===== src/rtl/mc_control.sv =====
// Multi-cycle controller FSM for a MIPS-subset datapath: fetch/decode/execute/memory/writeback.
// Defining MC_CONTROL_BNE_EN adds bne support (opcode 000101 shares the BRANCH state with beq).
module mc_control #(
  parameter int STATE_W = 4
) (
  input  logic               clk,
  input  logic               rst,
  input  logic [5:0]         opcode,
  input  logic [5:0]         funct,
  input  logic [1:0]         zero,
  input  logic               mem_ready,
  output logic [2:0]         alu_ctrl,
  output logic               alu_src_a,
  output logic [1:0]         alu_src_b,
  output logic [1:0]         pc_source,
  output logic               pc_en,
  output logic               iord,
  output logic               mem_read,
  output logic               mem_write,
  output logic               ir_write,
  output logic               reg_write,
  output logic               reg_dst,
  output logic               mem_to_reg,
  output logic               illegal,
  output logic [STATE_W-1:0] state
);

  typedef enum logic [STATE_W-1:0] {
    FETCH    = STATE_W'(0),
    DECODE   = STATE_W'(1),
    MEM_ADDR = STATE_W'(2),
    MEM_RD   = STATE_W'(3),
    MEM_WB   = STATE_W'(4),
    MEM_WR   = STATE_W'(5),
    EXEC     = STATE_W'(6),
    R_WB     = STATE_W'(7),
    BRANCH   = STATE_W'(8),
    JUMP     = STATE_W'(9),
    ADDI_EX  = STATE_W'(10),
    ADDI_WB  = STATE_W'(11)
  } state_t;

  localparam logic [5:0] OP_RTYPE = 6'b000000;
  localparam logic [5:0] OP_LW    = 6'b100011;
  localparam logic [5:0] OP_SW    = 6'b101011;
  localparam logic [5:0] OP_BEQ   = 6'b000100;
  localparam logic [5:0] OP_J     = 6'b000010;
  localparam logic [5:0] OP_ADDI  = 6'b001000;

  localparam logic [5:0] FN_AND = 6'b100100;
  localparam logic [5:0] FN_OR  = 6'b100101;
  localparam logic [5:0] FN_ADD = 6'b100000;
  localparam logic [5:0] FN_SUB = 6'b100010;
  localparam logic [5:0] FN_SLT = 6'b101010;

  localparam logic [2:0] ALU_AND = 3'b000;
  localparam logic [2:0] ALU_OR  = 3'b001;
  localparam logic [2:0] ALU_ADD = 3'b100;
  localparam logic [2:0] ALU_SUB = 3'b110;
  localparam logic [2:0] ALU_SLT = 3'b011;
  localparam logic [2:0] ALU_NOT = 3'b111;

  state_t state_q;
  state_t state_d;
  logic   illegal_q;
  logic   set_illegal;
  logic   branch_take;
  logic   unused_zero_hi;

  // Only bit 0 of the ALU status carries the zero result.
  assign unused_zero_hi = zero[1];

`ifdef MC_CONTROL_BNE_EN
  localparam logic [5:0] OP_BNE = 6'b000101;
  logic is_bne_q;

  always_ff @(posedge clk) begin
    if (rst) begin
      is_bne_q <= 1'b0;
    end else if (state_q == DECODE) begin
      is_bne_q <= (opcode == OP_BNE);
    end
  end

  assign branch_take = zero[0] ^ is_bne_q;
`else
  assign branch_take = zero[0];
`endif

  always_ff @(posedge clk) begin
    if (rst) begin
      state_q   <= FETCH;
      illegal_q <= 1'b0;
    end else begin
      state_q <= state_d;
      if (set_illegal) begin
        illegal_q <= 1'b1;
      end
    end
  end

  assign state   = state_q;
  assign illegal = illegal_q & ~rst;

  // Reset forces every enable low combinationally so an aborted op cannot write.
  always_comb begin
    state_d     = FETCH;
    set_illegal = 1'b0;
    alu_ctrl    = ALU_ADD;
    alu_src_a   = 1'b0;
    alu_src_b   = 2'b00;
    pc_source   = 2'b00;
    pc_en       = 1'b0;
    iord        = 1'b0;
    mem_read    = 1'b0;
    mem_write   = 1'b0;
    ir_write    = 1'b0;
    reg_write   = 1'b0;
    reg_dst     = 1'b0;
    mem_to_reg  = 1'b0;
    if (!rst) begin
      case (state_q)
        FETCH: begin
          mem_read  = 1'b1;
          alu_src_b = 2'b01;
          ir_write  = mem_ready;
          pc_en     = mem_ready;
          state_d   = mem_ready ? DECODE : FETCH;
        end
        DECODE: begin
          alu_src_b = 2'b11;
          case (opcode)
            OP_RTYPE:     state_d = EXEC;
            OP_LW, OP_SW: state_d = MEM_ADDR;
            OP_BEQ:       state_d = BRANCH;
`ifdef MC_CONTROL_BNE_EN
            OP_BNE:       state_d = BRANCH;
`endif
            OP_J:         state_d = JUMP;
            OP_ADDI:      state_d = ADDI_EX;
            default: begin
              state_d     = FETCH;
              set_illegal = 1'b1;
            end
          endcase
        end
        MEM_ADDR: begin
          alu_src_a = 1'b1;
          alu_src_b = 2'b10;
          state_d   = (opcode == OP_LW) ? MEM_RD : MEM_WR;
        end
        MEM_RD: begin
          mem_read = 1'b1;
          iord     = 1'b1;
          state_d  = mem_ready ? MEM_WB : MEM_RD;
        end
        MEM_WB: begin
          reg_write  = 1'b1;
          mem_to_reg = 1'b1;
        end
        MEM_WR: begin
          mem_write = 1'b1;
          iord      = 1'b1;
          state_d   = mem_ready ? FETCH : MEM_WR;
        end
        EXEC: begin
          alu_src_a = 1'b1;
          state_d   = R_WB;
          case (funct)
            FN_AND:  alu_ctrl = ALU_AND;
            FN_OR:   alu_ctrl = ALU_OR;
            FN_ADD:  alu_ctrl = ALU_ADD;
            FN_SUB:  alu_ctrl = ALU_SUB;
            FN_SLT:  alu_ctrl = ALU_SLT;
            default: begin
              alu_ctrl    = ALU_NOT;
              set_illegal = 1'b1;
              state_d     = FETCH;
            end
          endcase
        end
        R_WB: begin
          reg_write = 1'b1;
          reg_dst   = 1'b1;
        end
        BRANCH: begin
          alu_src_a = 1'b1;
          alu_ctrl  = ALU_SUB;
          pc_source = 2'b01;
          pc_en     = branch_take;
        end
        JUMP: begin
          pc_source = 2'b10;
          pc_en     = 1'b1;
        end
        ADDI_EX: begin
          alu_src_a = 1'b1;
          alu_src_b = 2'b10;
          state_d   = ADDI_WB;
        end
        ADDI_WB: begin
          reg_write = 1'b1;
        end
        default: state_d = FETCH;
      endcase
    end
  end

endmodule

===== config.mk =====
export PLATFORM = sky130hd
export DESIGN_NAME = mc_control
export DESIGN_NICKNAME = d
export VERILOG_FILES = /design/src/rtl/mc_control.sv
export SDC_FILE = /design/constraint.sdc
export NUM_CORES = 1
export LEC_CHECK = 0
export ABC_AREA = 1
export CAP_MARGIN = 10
export CORE_UTILIZATION = 39
export DETAILED_ROUTE_END_ITERATION = 10
export GPL_TIMING_DRIVEN = 0
export PLACE_DENSITY_LB_ADDON = 0.05
export SLEW_MARGIN = 10
export SYNTH_ARGS = -nofsm -noshare
export SYNTH_HDL_FRONTEND = slang
export SYNTH_SLANG_ARGS = --single-unit
export TNS_END_PERCENT = 50

===== constraint.sdc =====
create_clock -name clk -period 1.3 [get_ports clk]
set_input_delay 0.325 -clock clk [delete_from_list [all_inputs] [get_ports clk]]
set_output_delay 0.325 -clock clk [all_outputs]
set_load 0.05 [all_outputs]

---- Yosys cells after proc, flatten, opt, wreduce, memory -nomap -nowiden ----
Index checks and enable logic that the tools add are counted.
word-level totals
  output and inout port bits .............. 21
  word-level logic and storage cells ...... 71
  input port bits ......................... 17
  register bits after elaboration ......... 5
cells by class
  bitwise gates (word level) .............. 2
  equal/unequal tests ..................... 21
  mux-type cells .......................... 36
  reduce and logical (&&, ||, !) cells .... 10
operators with widths
  cell                                                             number
  6-bit == test, second input constant                             7
  4-bit case mux with 7 select lines                               1
  1-bit two-way mux                                                21
  4-bit case mux with 5 select lines                               1
  4-bit by 3-bit == test with 1-bit output, second input constant  4
  4-bit == test, second input constant                             4
  3-bit two-way mux                                                5
  3-bit case mux with 5 select lines                               1
  4-bit by 2-bit == test with 1-bit output, second input constant  2
  2-bit OR reduction                                               4
  6-bit by 2-bit == test with 1-bit output, second input constant  1
  6-bit by 3-bit == test with 1-bit output, second input constant  1
  6-bit by 4-bit == test with 1-bit output, second input constant  1
  6-bit zero test                                                  1
  2-bit case mux with 3 select lines                               1
  3-bit case mux with 2 select lines                               1
  6-bit OR reduction                                               1
  5-bit OR reduction                                               1
  4-bit by 1-bit == test with 1-bit output, second input constant  1
  4-bit zero test                                                  1
  2-bit two-way mux                                                2
  2-bit case mux with 2 select lines                               1
  4-bit OR reduction                                               1
  1-bit case mux with 3 select lines                               1
  4 further kinds                                                  4

---- Logic depth before layout (Yosys ltp) ----
Gate-level depths: netlist of the first run.
  word-level depth ........................ 5
  gate-level depth with buffers ........... 11
  mapped depth without buffers ............ 11

---- Worst setup path after synthesis of the first run ----
OpenSTA, ideal clock, no wires.
  path kind ............................... flip-flop to output port
  from .................................... register state_q[0], in the netlist state[0]
  to ...................................... output port reg_write
  stages on the path, launching flop included .. 5
  slack ................................... -1.614 ns
  path buffers ............................ 0
  data arrival time ....................... 2.589 ns
  required time ........................... 0.975 ns
  cells stage by stage .................... dfxtp_1 > nand2_1 > nor3_1 > nor2_1 > o31ai_1
on the way
  longest elaborated chain between the ends .. 4
  elaborated cells on any way between the ends .. 6
  classes of those cells .................. eq/ne: 3; mux: 2; reduce/logical: 1
ends and longest elaborated chain
  what                                                                       RTL line  source
  start, declared                                                            63        state_t state_q;
  start signal, assigned                                                     95        state_q <= state_d;
  4-bit by 3-bit == test with 1-bit output or 4-bit == test (tied branches)  122       case (state_q)
  3-bit OR reduction (no line) (*)                                           --
  1-bit two-way mux (*)                                                      122
  1-bit two-way mux (*)                                                      121       if (!rst) begin
  end, declared                                                              21        output logic reg_write,
Every way passes the cells marked *; elsewhere a longest branch is shown, timed or not.

---- Final worst setup path of the first run ----
  from .................................... register state_q[3], in the netlist state[3]
  to ...................................... output port pc_en
on the way
  longest elaborated chain between the ends .. 3
  elaborated cells on any way between the ends .. 5
  classes of those cells .................. eq/ne: 2; mux: 2; reduce/logical: 1
ends and longest elaborated chain
  what                                              RTL line  source
  4-bit == test or 4-bit zero test (tied branches)  122
  1-bit case mux with 3 select lines (*)            122
  1-bit two-way mux (*)                             121
  end, declared                                     16        output logic pc_en,
Marks and branches as above.

==> out/results.ini, run 1 <==
[synthesis]
netlist.top_cell.by_area = sky130_fd_sc_hd__dfxtp_1
syn_avg_cell_area_um2 = 5.39
synth_cell_type_count = 24
synth.cells.most_frequent = 24 x sky130_fd_sc_hd__nand2_1, 22 x sky130_fd_sc_hd__nor2_1, 20 x sky130_fd_sc_hd__inv_1
main_flop_type_after_synthesis = sky130_fd_sc_hd__dfxtp_1
synth-compound-area-share_pct = 12.6
synth_net_count = 153
netlist_instances = 136
synth.area.top_cells = sky130_fd_sc_hd__dfxtp_1 14%, sky130_fd_sc_hd__nand2_1 12%, sky130_fd_sc_hd__nor2_1 11%
synth_top_family_by_area = simple AND/OR/NAND/NOR gates
yosys.area_share.simple_pct = 58.2
synth.area.mux_share_pct = 0
synth.yosys.warnings = 0
asyncSetResetFlopFracSynth_pct = 0
yosysMostFrequentCell = sky130_fd_sc_hd__nand2_1
synth_enable_flop_cells = 0
yosys.area_share.adder_pct = 0
synth_seq_cells = 5
cell_area_synth_um2 = 733
yosys.area.top_type_share_pct = 13.7
synth_xor_xnor_area_share_pct = 1.19
synth.yosys.seq_area_share_pct = 13.7

[route]
vias = 1425
drt_wl_total_um = 5140
drc_errors = 0
drt-pass1-iter-count = 7
route.detailed.wl_per_inst_um = 23.9
vias_per_cell = 6.63
ant_nets = 0
drtIter0Drc = 138

[clock_network]
cts_root_buffer = sky130_fd_sc_hd__clkbuf_4
cts.sink_count = 5
worst_setup_hold_path_clk_slew_ns = 0.05
cts_buffers = 3
cts_tree = built
ctsHtreeMaxLevel = 1
clk_path_buf_depth = 2
clk_latency_ns = 0.24

[sta]
post-route-min-period_ns = 1.85
fin_worst_skew_ns = 0.00153
finalCritPeriodShare_pct = 143
fmaxAchievable_ghz = 0.539
grt_setup_unrepaired = true
final_hold_viol_count = 0
finalSetupViolCount = 23
post-route-worst-setup-slack_ns = -0.554
final-max-slew-violation-count = 0
worst_hold_slack_ns = 0.557
worstMarginPinSlew_ns = 0.505
slew_headroom_pct = 66.4

[power_and_ir_drop]
p_total_uw = 692
power_density_nw_per_um2 = 423
worst_ir_drop_vdd_mv = 0.487
power.leakage_nw = 0.740

[setup_path]
cp_cell_sequence = inv_6 > nor2_4 > buf_4 > nand2_2 > a31oi_4 > buf_6
critical_path.startpoint_type = register
critical_path_required_ns = 0.98
critical_path.reg2reg.endpoint = state[0]
timing.critical_path.fanout_max = 3
critical_register_to_register_path_startpoint = state[2]
critical_path_max_stage_delay_ns = 0.39
timing.critical_path.arrival_ns = 1.53
r2r_cells = 10
crit_type = reg2out
crit_path_end_kind = primary output
cp.buffers_inverters = 3
cpLargestDelayFamily = buffers and inverters
timing.reg2reg.setup_slack_ns = -0.28
worst_path_max_delay_cell = sky130_fd_sc_hd__dfxtp_4

[layout]
layout.area.seq_um2 = 115
fillerInstances = 59
num-nets-final = 208
final_layout_size_suffix_gt1_share_pct = 61.1
multi_input_area_um2 = 866
antenna_cells = 0
utilization_pct = 93.8
area_growth_syn_to_layout_pct = 123
post_layout_nonfiller_instances = 215

[floorplan]
die_area_um2 = 2060
core_area_um2 = 1750
number_of_placed_i_o_pins = 38
die_height_um = 45.4
die_width_um = 45.4
rows = 15
initial_core_util_pct = 42.0

[flow_run]
drv.max_cap_violation_count = 0

[global_routing]
grtUsageTotal_pct = 36.6
number_of_global_route_vias_before_repair = 1134
global_route.overflow_total = 0
antenna_violations_before_repair = 0
largest_net_degree_at_the_start_of_global_routing = 11
grt_pass1_wl_um = 5320

[placed_design]
port-buffer-count = 36
place.gp.congestion = 0.862
dp.cells = 197
dpl_worst_slack_ns = -1.62
place_hpwl_um = 2040

[worst_hold_path]
timing.hold.worst_path_depth = 4
hold_path_end = state[0]
hp-class = in2reg
worst_hold_startpoint = rst

[outcome]
run_status = finished, violations left
failed_checks = setup timing

[through the flow]
step	setup TNS (ns)	cell area (um2)
global placement	-27.52	1310
CTS	-6.32	1530
finish	-8.32	1640
detailed placement	-28.12	1310
global route	-8.31	1640
floorplan	-4.47	920
[registers in the layout, indices dropped and copies added (netlist names)]
name / cells
state: 4
illegal_q: 1
[report_power, final]
part	switching, mW	leakage (nW)	internal [mW]
Clock	0.0681	0.0150	0.116
Combinational	0.232	0.681	0.117
Sequential	0.00686	0.0438	0.152
Total	0.307	0.740	0.385
[metal layers]
metal	up-vias	global-route usage [%]	part of all wire [%]
met4	0	21.8	11
met5	-	0	0
met1	623	41.0	31
met2	182	65.2	43
li1	542	-	-
met3	78	4.80	15
[cell families (layout without fill, tap and decap cells)]
logic type	Yosys count	count (layout)
AOI/OAI and AO/OA	17	17
xor gates and xnor gates	1	1
buffers and inverters	28	82
DFF	5	5
and+or+nand+nor	85	85
[worst register-to-register path, stage by stage (launching register included)]
cell and delay [ns]:
sky130_fd_sc_hd__dfxtp_4 0.42, sky130_fd_sc_hd__nor2_4 0.09, sky130_fd_sc_hd__buf_6 0.13, sky130_fd_sc_hd__buf_4 0.13, sky130_fd_sc_hd__inv_2 0.07, sky130_fd_sc_hd__nor2_4 0.04
sky130_fd_sc_hd__nand3b_1 0.18, sky130_fd_sc_hd__nor2_1 0.16, sky130_fd_sc_hd__nand3_1 0.13, sky130_fd_sc_hd__nand2_1 0.09, sky130_fd_sc_hd__inv_1 0.03
[worst max-delay path by stage]
stage	start	to	cells after the start
after floorplan	state[1]	reg_write	4
after global placement	rst	illegal	4
after detailed placement	rst	illegal	4
after CTS	state[3]	pc_en	7
after global routing	state[1]	pc_en	6
final	state[3]	pc_en	6
[layout make-up]
type                    instances  area share (%)
flip-flops and latches          5            7.03
clock buffers                   4            1.61
repair buffers                 50            28.7
plain buffers                   1           0.917
well taps                      25            1.91
inverters                      27            6.96
multi-input cells             103            52.9
[timing repair]
| item | in CTS | in global routing |
|---|---|---|
| endpoints found under the setup margin | 26 | 24 |
| resized for setup | 189 | 35 |
| setup buffers | 9 | 5 |
| pin swaps | 17 | 18 |
| hold buffers | 0 | 0 |
[layout by cell type (no fill, tap or decap), types with 4 or more instances in the layout]
| cell type | synthesis | layout |
|---|---|---|
| sky130_fd_sc_hd__buf_6 | 0 | 19 |
| sky130_fd_sc_hd__nor2_4 | 3 | 16 |
| sky130_fd_sc_hd__inv_1 | 20 | 15 |
| sky130_fd_sc_hd__nand2_1 | 24 | 15 |
| sky130_fd_sc_hd__buf_4 | 0 | 12 |
| sky130_fd_sc_hd__nor2_1 | 22 | 10 |
| sky130_fd_sc_hd__nor2_2 | 9 | 8 |
| sky130_fd_sc_hd__inv_2 | 6 | 7 |
| sky130_fd_sc_hd__nand2_2 | 3 | 7 |
| sky130_fd_sc_hd__buf_2 | 0 | 7 |
| sky130_fd_sc_hd__nand3_1 | 9 | 6 |
| sky130_fd_sc_hd__nand2_4 | 2 | 5 |
| sky130_fd_sc_hd__nor3_4 | 0 | 4 |
| sky130_fd_sc_hd__dfxtp_4 | 0 | 4 |
Power figures use the tool's default switching activity.
==> run 2, diff against run 1 <==
GPL_TIMING_DRIVEN = default   (was 0)
SETUP_SLACK_MARGIN = 0.5   (was default)
==> run 2 against run 1 <==
Net effect:
- the run now fails in detailed placement
- synthesized cell count is the same
- area after synthesis is the same
==> out/results.ini, run 2 <==
[outcome]
run_status = stopped before the end
lastStage = detailed placement
error_message = [ERROR DPL-0038] Utilization greater than 100%, impossible to legalize

[synthesis]
synth.cells.most_frequent = 24 x sky130_fd_sc_hd__nand2_1, 22 x sky130_fd_sc_hd__nor2_1, 20 x sky130_fd_sc_hd__inv_1
netlist.top_cell.by_area = sky130_fd_sc_hd__dfxtp_1
synth.area.top_cells = sky130_fd_sc_hd__dfxtp_1 14%, sky130_fd_sc_hd__nand2_1 12%, sky130_fd_sc_hd__nor2_1 11%
synth_seq_cells = 5  ; unchanged
synth_enable_flop_cells = 0  ; unchanged
synth.yosys.warnings = 0  ; unchanged
asyncSetResetFlopFracSynth_pct = 0  ; unchanged
main_flop_type_after_synthesis = sky130_fd_sc_hd__dfxtp_1
synth_net_count = 153  ; unchanged
yosysMostFrequentCell = sky130_fd_sc_hd__nand2_1
cell_area_synth_um2 = 733  ; unchanged
synth_cell_type_count = 24  ; unchanged
synth.yosys.seq_area_share_pct = 13.7  ; unchanged
netlist_instances = 136  ; unchanged
syn_avg_cell_area_um2 = 5.39  ; unchanged
yosys.area.top_type_share_pct = 13.7  ; unchanged

[floorplan]
die_height_um = 45.4  ; unchanged
initial_core_util_pct = 42.0  ; unchanged
rows = 15  ; unchanged
number_of_placed_i_o_pins = 38  ; unchanged
die_width_um = 45.4  ; unchanged

[placed_design]
place.gp.congestion = 0.855  ; -0.73%
port-buffer-count = 36  ; unchanged

## run 2: cell counts after synthesis
Identical to the previous run, type by type.
## run 2: per-stage QoR
| step | hold WS (ns) | cell area (um2) | instances |
|---|---|---|---|
| global placement | 0.517 | 1770 | 231 |
| floorplan | 0.499 | 925 | 136 |
## run 2: cell families after synthesis
group                  after synthesis  share of synthesized area, %
AND/OR/NAND/NOR                     85                          58.2
buffers and inverters               28                          14.3
AO/OA/AOI/OAI                       17                          12.6
flip-flops                           5                          13.7
XOR/XNOR                             1                          1.19
==> run 3, diff against run 2 <==
CORE_AREA = 2 2 63 65   (was default)
CORE_UTILIZATION = default   (was 39)
DIE_AREA = 0 0 65 67   (was default)
PLACE_DENSITY_LB_ADDON = 0.15   (was 0.05)
SETUP_SLACK_MARGIN = default   (was 0.5)
==> run 3 against run 2 <==
Net effect:
- the flow now finishes, with violations (setup timing)
==> out/results.ini, run 3 (synthesis results as in run 1) <==
[outcome]
run_status = finished, violations left
failed_checks = setup timing

[layout]
fillerInstances = 301
multi_input_area_um2 = 888
area_growth_syn_to_layout_pct = 202
layout.area.seq_um2 = 115
post_layout_nonfiller_instances = 271
final_layout_size_suffix_gt1_share_pct = 70.9
num-nets-final = 241
largest_register_ffs = 4
mostFrequentLayoutCells = 28 x sky130_fd_sc_hd__buf_4, 22 x sky130_fd_sc_hd__buf_12, 19 x sky130_fd_sc_hd__buf_6, 15 x sky130_fd_sc_hd__nand2_1
antenna_cells = 0
final_common_cell = sky130_fd_sc_hd__buf_4

[setup_path]
critical_path.reg2reg.endpoint = state[0]
crit_start = state[3]
critical_register_to_register_path_startpoint = state[3]
critical_path_required_ns = 0.98
crit_path_end_kind = primary output
worst_setup_path_endpoint = alu_ctrl[2]
critical_path.startpoint_type = register
timing.critical_path.fanout_max = 4
timing.reg2reg.setup_slack_ns = -0.22
r2r_cells = 13
timing.critical_path.arrival_ns = 1.43
crit_type = reg2out

[clock_network]
hold_buf_count_cts = 0
ctsHtreeMaxLevel = 1
cts_root_buffer = sky130_fd_sc_hd__clkbuf_8
cts_buffers = 3
worst_setup_hold_path_clk_slew_ns = 0.04
clk_path_buf_depth = 2
clk_latency_ns = 0.22
cts.sink_count = 5
cts_tree = built

[global_routing]
antenna_violations_before_repair = 0
grt_pass1_wl_um = 5320
grtUsageTotal_pct = 15.8
largest_net_degree_at_the_start_of_global_routing = 11
global_route.overflow_total = 0
number_of_global_route_vias_before_repair = 1240

[placed_design]
place_hpwl_um = 2410
dp.cells = 256
port-buffer-count = 36  ; unchanged
place.gp.congestion = 0.794  ; -7.2%
dpl_worst_slack_ns = -0.771

[route]
drtIter0Drc = 21
drt-pass1-iter-count = 2
ant_nets = 0
drc_errors = 0
vias_per_cell = 4.44
route.detailed.wl_per_inst_um = 12.8
drt_wl_total_um = 3480
vias = 1202

[sta]
post-route-worst-setup-slack_ns = -0.458
final_hold_viol_count = 0
worst_hold_slack_ns = 0.519
fmaxAchievable_ghz = 0.569
worstMarginPinSlew_ns = 0.260
fin_worst_skew_ns = 0.00107
finalCritPeriodShare_pct = 135
final-max-slew-violation-count = 0
post-route-min-period_ns = 1.76
grt_setup_unrepaired = true
finalSetupViolCount = 20
slew_headroom_pct = 82.6

[flow_run]
drv.max_cap_violation_count = 0

[floorplan]
core_area_um2 = 3610
initial_core_util_pct = 20.3  ; -22 points
rows = 22  ; +7
die_width_um = 65  ; +43%
number_of_placed_i_o_pins = 38  ; unchanged
die_height_um = 67  ; +48%
die_area_um2 = 4360

[power_and_ir_drop]
internal_power_component_uw = 556
p_total_uw = 855
worst_ir_drop_vdd_mv = 0.455
p_sw_uw = 300
power.leakage_nw = 0.979
power_density_nw_per_um2 = 386
share_seq_of_total_power_pct = 18.3
combPwrFrac_pct = 48.6
power.share.switching_pct = 35.0
share_clk_of_total_power_pct = 33.1

[worst_hold_path]
hp-class = in2reg

run 3: through the flow:
stage | cell area (um2) | TNS, ns | utilization [%]
final | 2210 | -6.25 | 61.4
after global placement | 1810 | -10.25 | 50.2
after detailed placement | 1810 | -10.72 | 50.2
after CTS | 2090 | -6.46 | 57.8
after floorplan | 920 | -4.47 | -
after global routing | 2210 | -7.75 | 61.4
run 3: area by class of cell:
class	instances	area share [%]
clock buffers	4	2.04
inverters	27	5.14
multi-input cells	103	40.1
repair buffers	84	44.8
well taps	48	2.71
flip-flops and latches	5	5.20
run 3: what timing repair did:
| action | 4_1_cts | 5_1_grt |
|---|---|---|
| buffers inserted | 8 | 4 |
| gates resized for setup | 75 | 35 |
| endpoints found under the setup margin | 22 | 23 |
| pin swaps | 27 | 17 |
run 3: how the worst min path moves through the flow:
stage | start | endpoint | slack, ns | cells past startpoint
after global placement | illegal_q | illegal_q | 0.52 | 4
after detailed placement | illegal_q | illegal_q | 0.55 | 4
after floorplan | illegal_q | illegal_q | 0.50 | 4
final | rst | state[3] | 0.52 | 3
after CTS | illegal_q | illegal_q | 0.61 | 4
after global routing | rst | state[3] | 0.54 | 3
run 3: worst max-delay path, cell delays in order (launching register included):
cell	delay, ns
sky130_fd_sc_hd__dfxtp_4	0.37
sky130_fd_sc_hd__inv_4	0.05
sky130_fd_sc_hd__nor2_4	0.10
sky130_fd_sc_hd__inv_2	0.07
sky130_fd_sc_hd__nor2_4	0.18
sky130_fd_sc_hd__buf_6	0.13
sky130_fd_sc_hd__a31oi_4	0.03
sky130_fd_sc_hd__nand4_1	0.13
sky130_fd_sc_hd__buf_12	0.15
run 3: power by group through the flow:
stage	combinational (mW)	sequential, mW	clock (mW)
finish	0.416	0.156	0.283
global route	0.441	0.157	0.305
CTS	0.390	0.156	0.295
detailed placement	0.344	0.158	0
global placement	0.340	0.158	0
floorplan	0.145	0.170	0
run 3: layer usage:
metal / share of wire, % / routed length (um) / GRT usage [%]
met1: 38 / 1320 / 17.7
met2: 56 / 1960 / 29.8
met3: 3.4 / 118 / 1.18
met4: 2.3 / 80 / 7.98
met5: 0 / 0 / 0
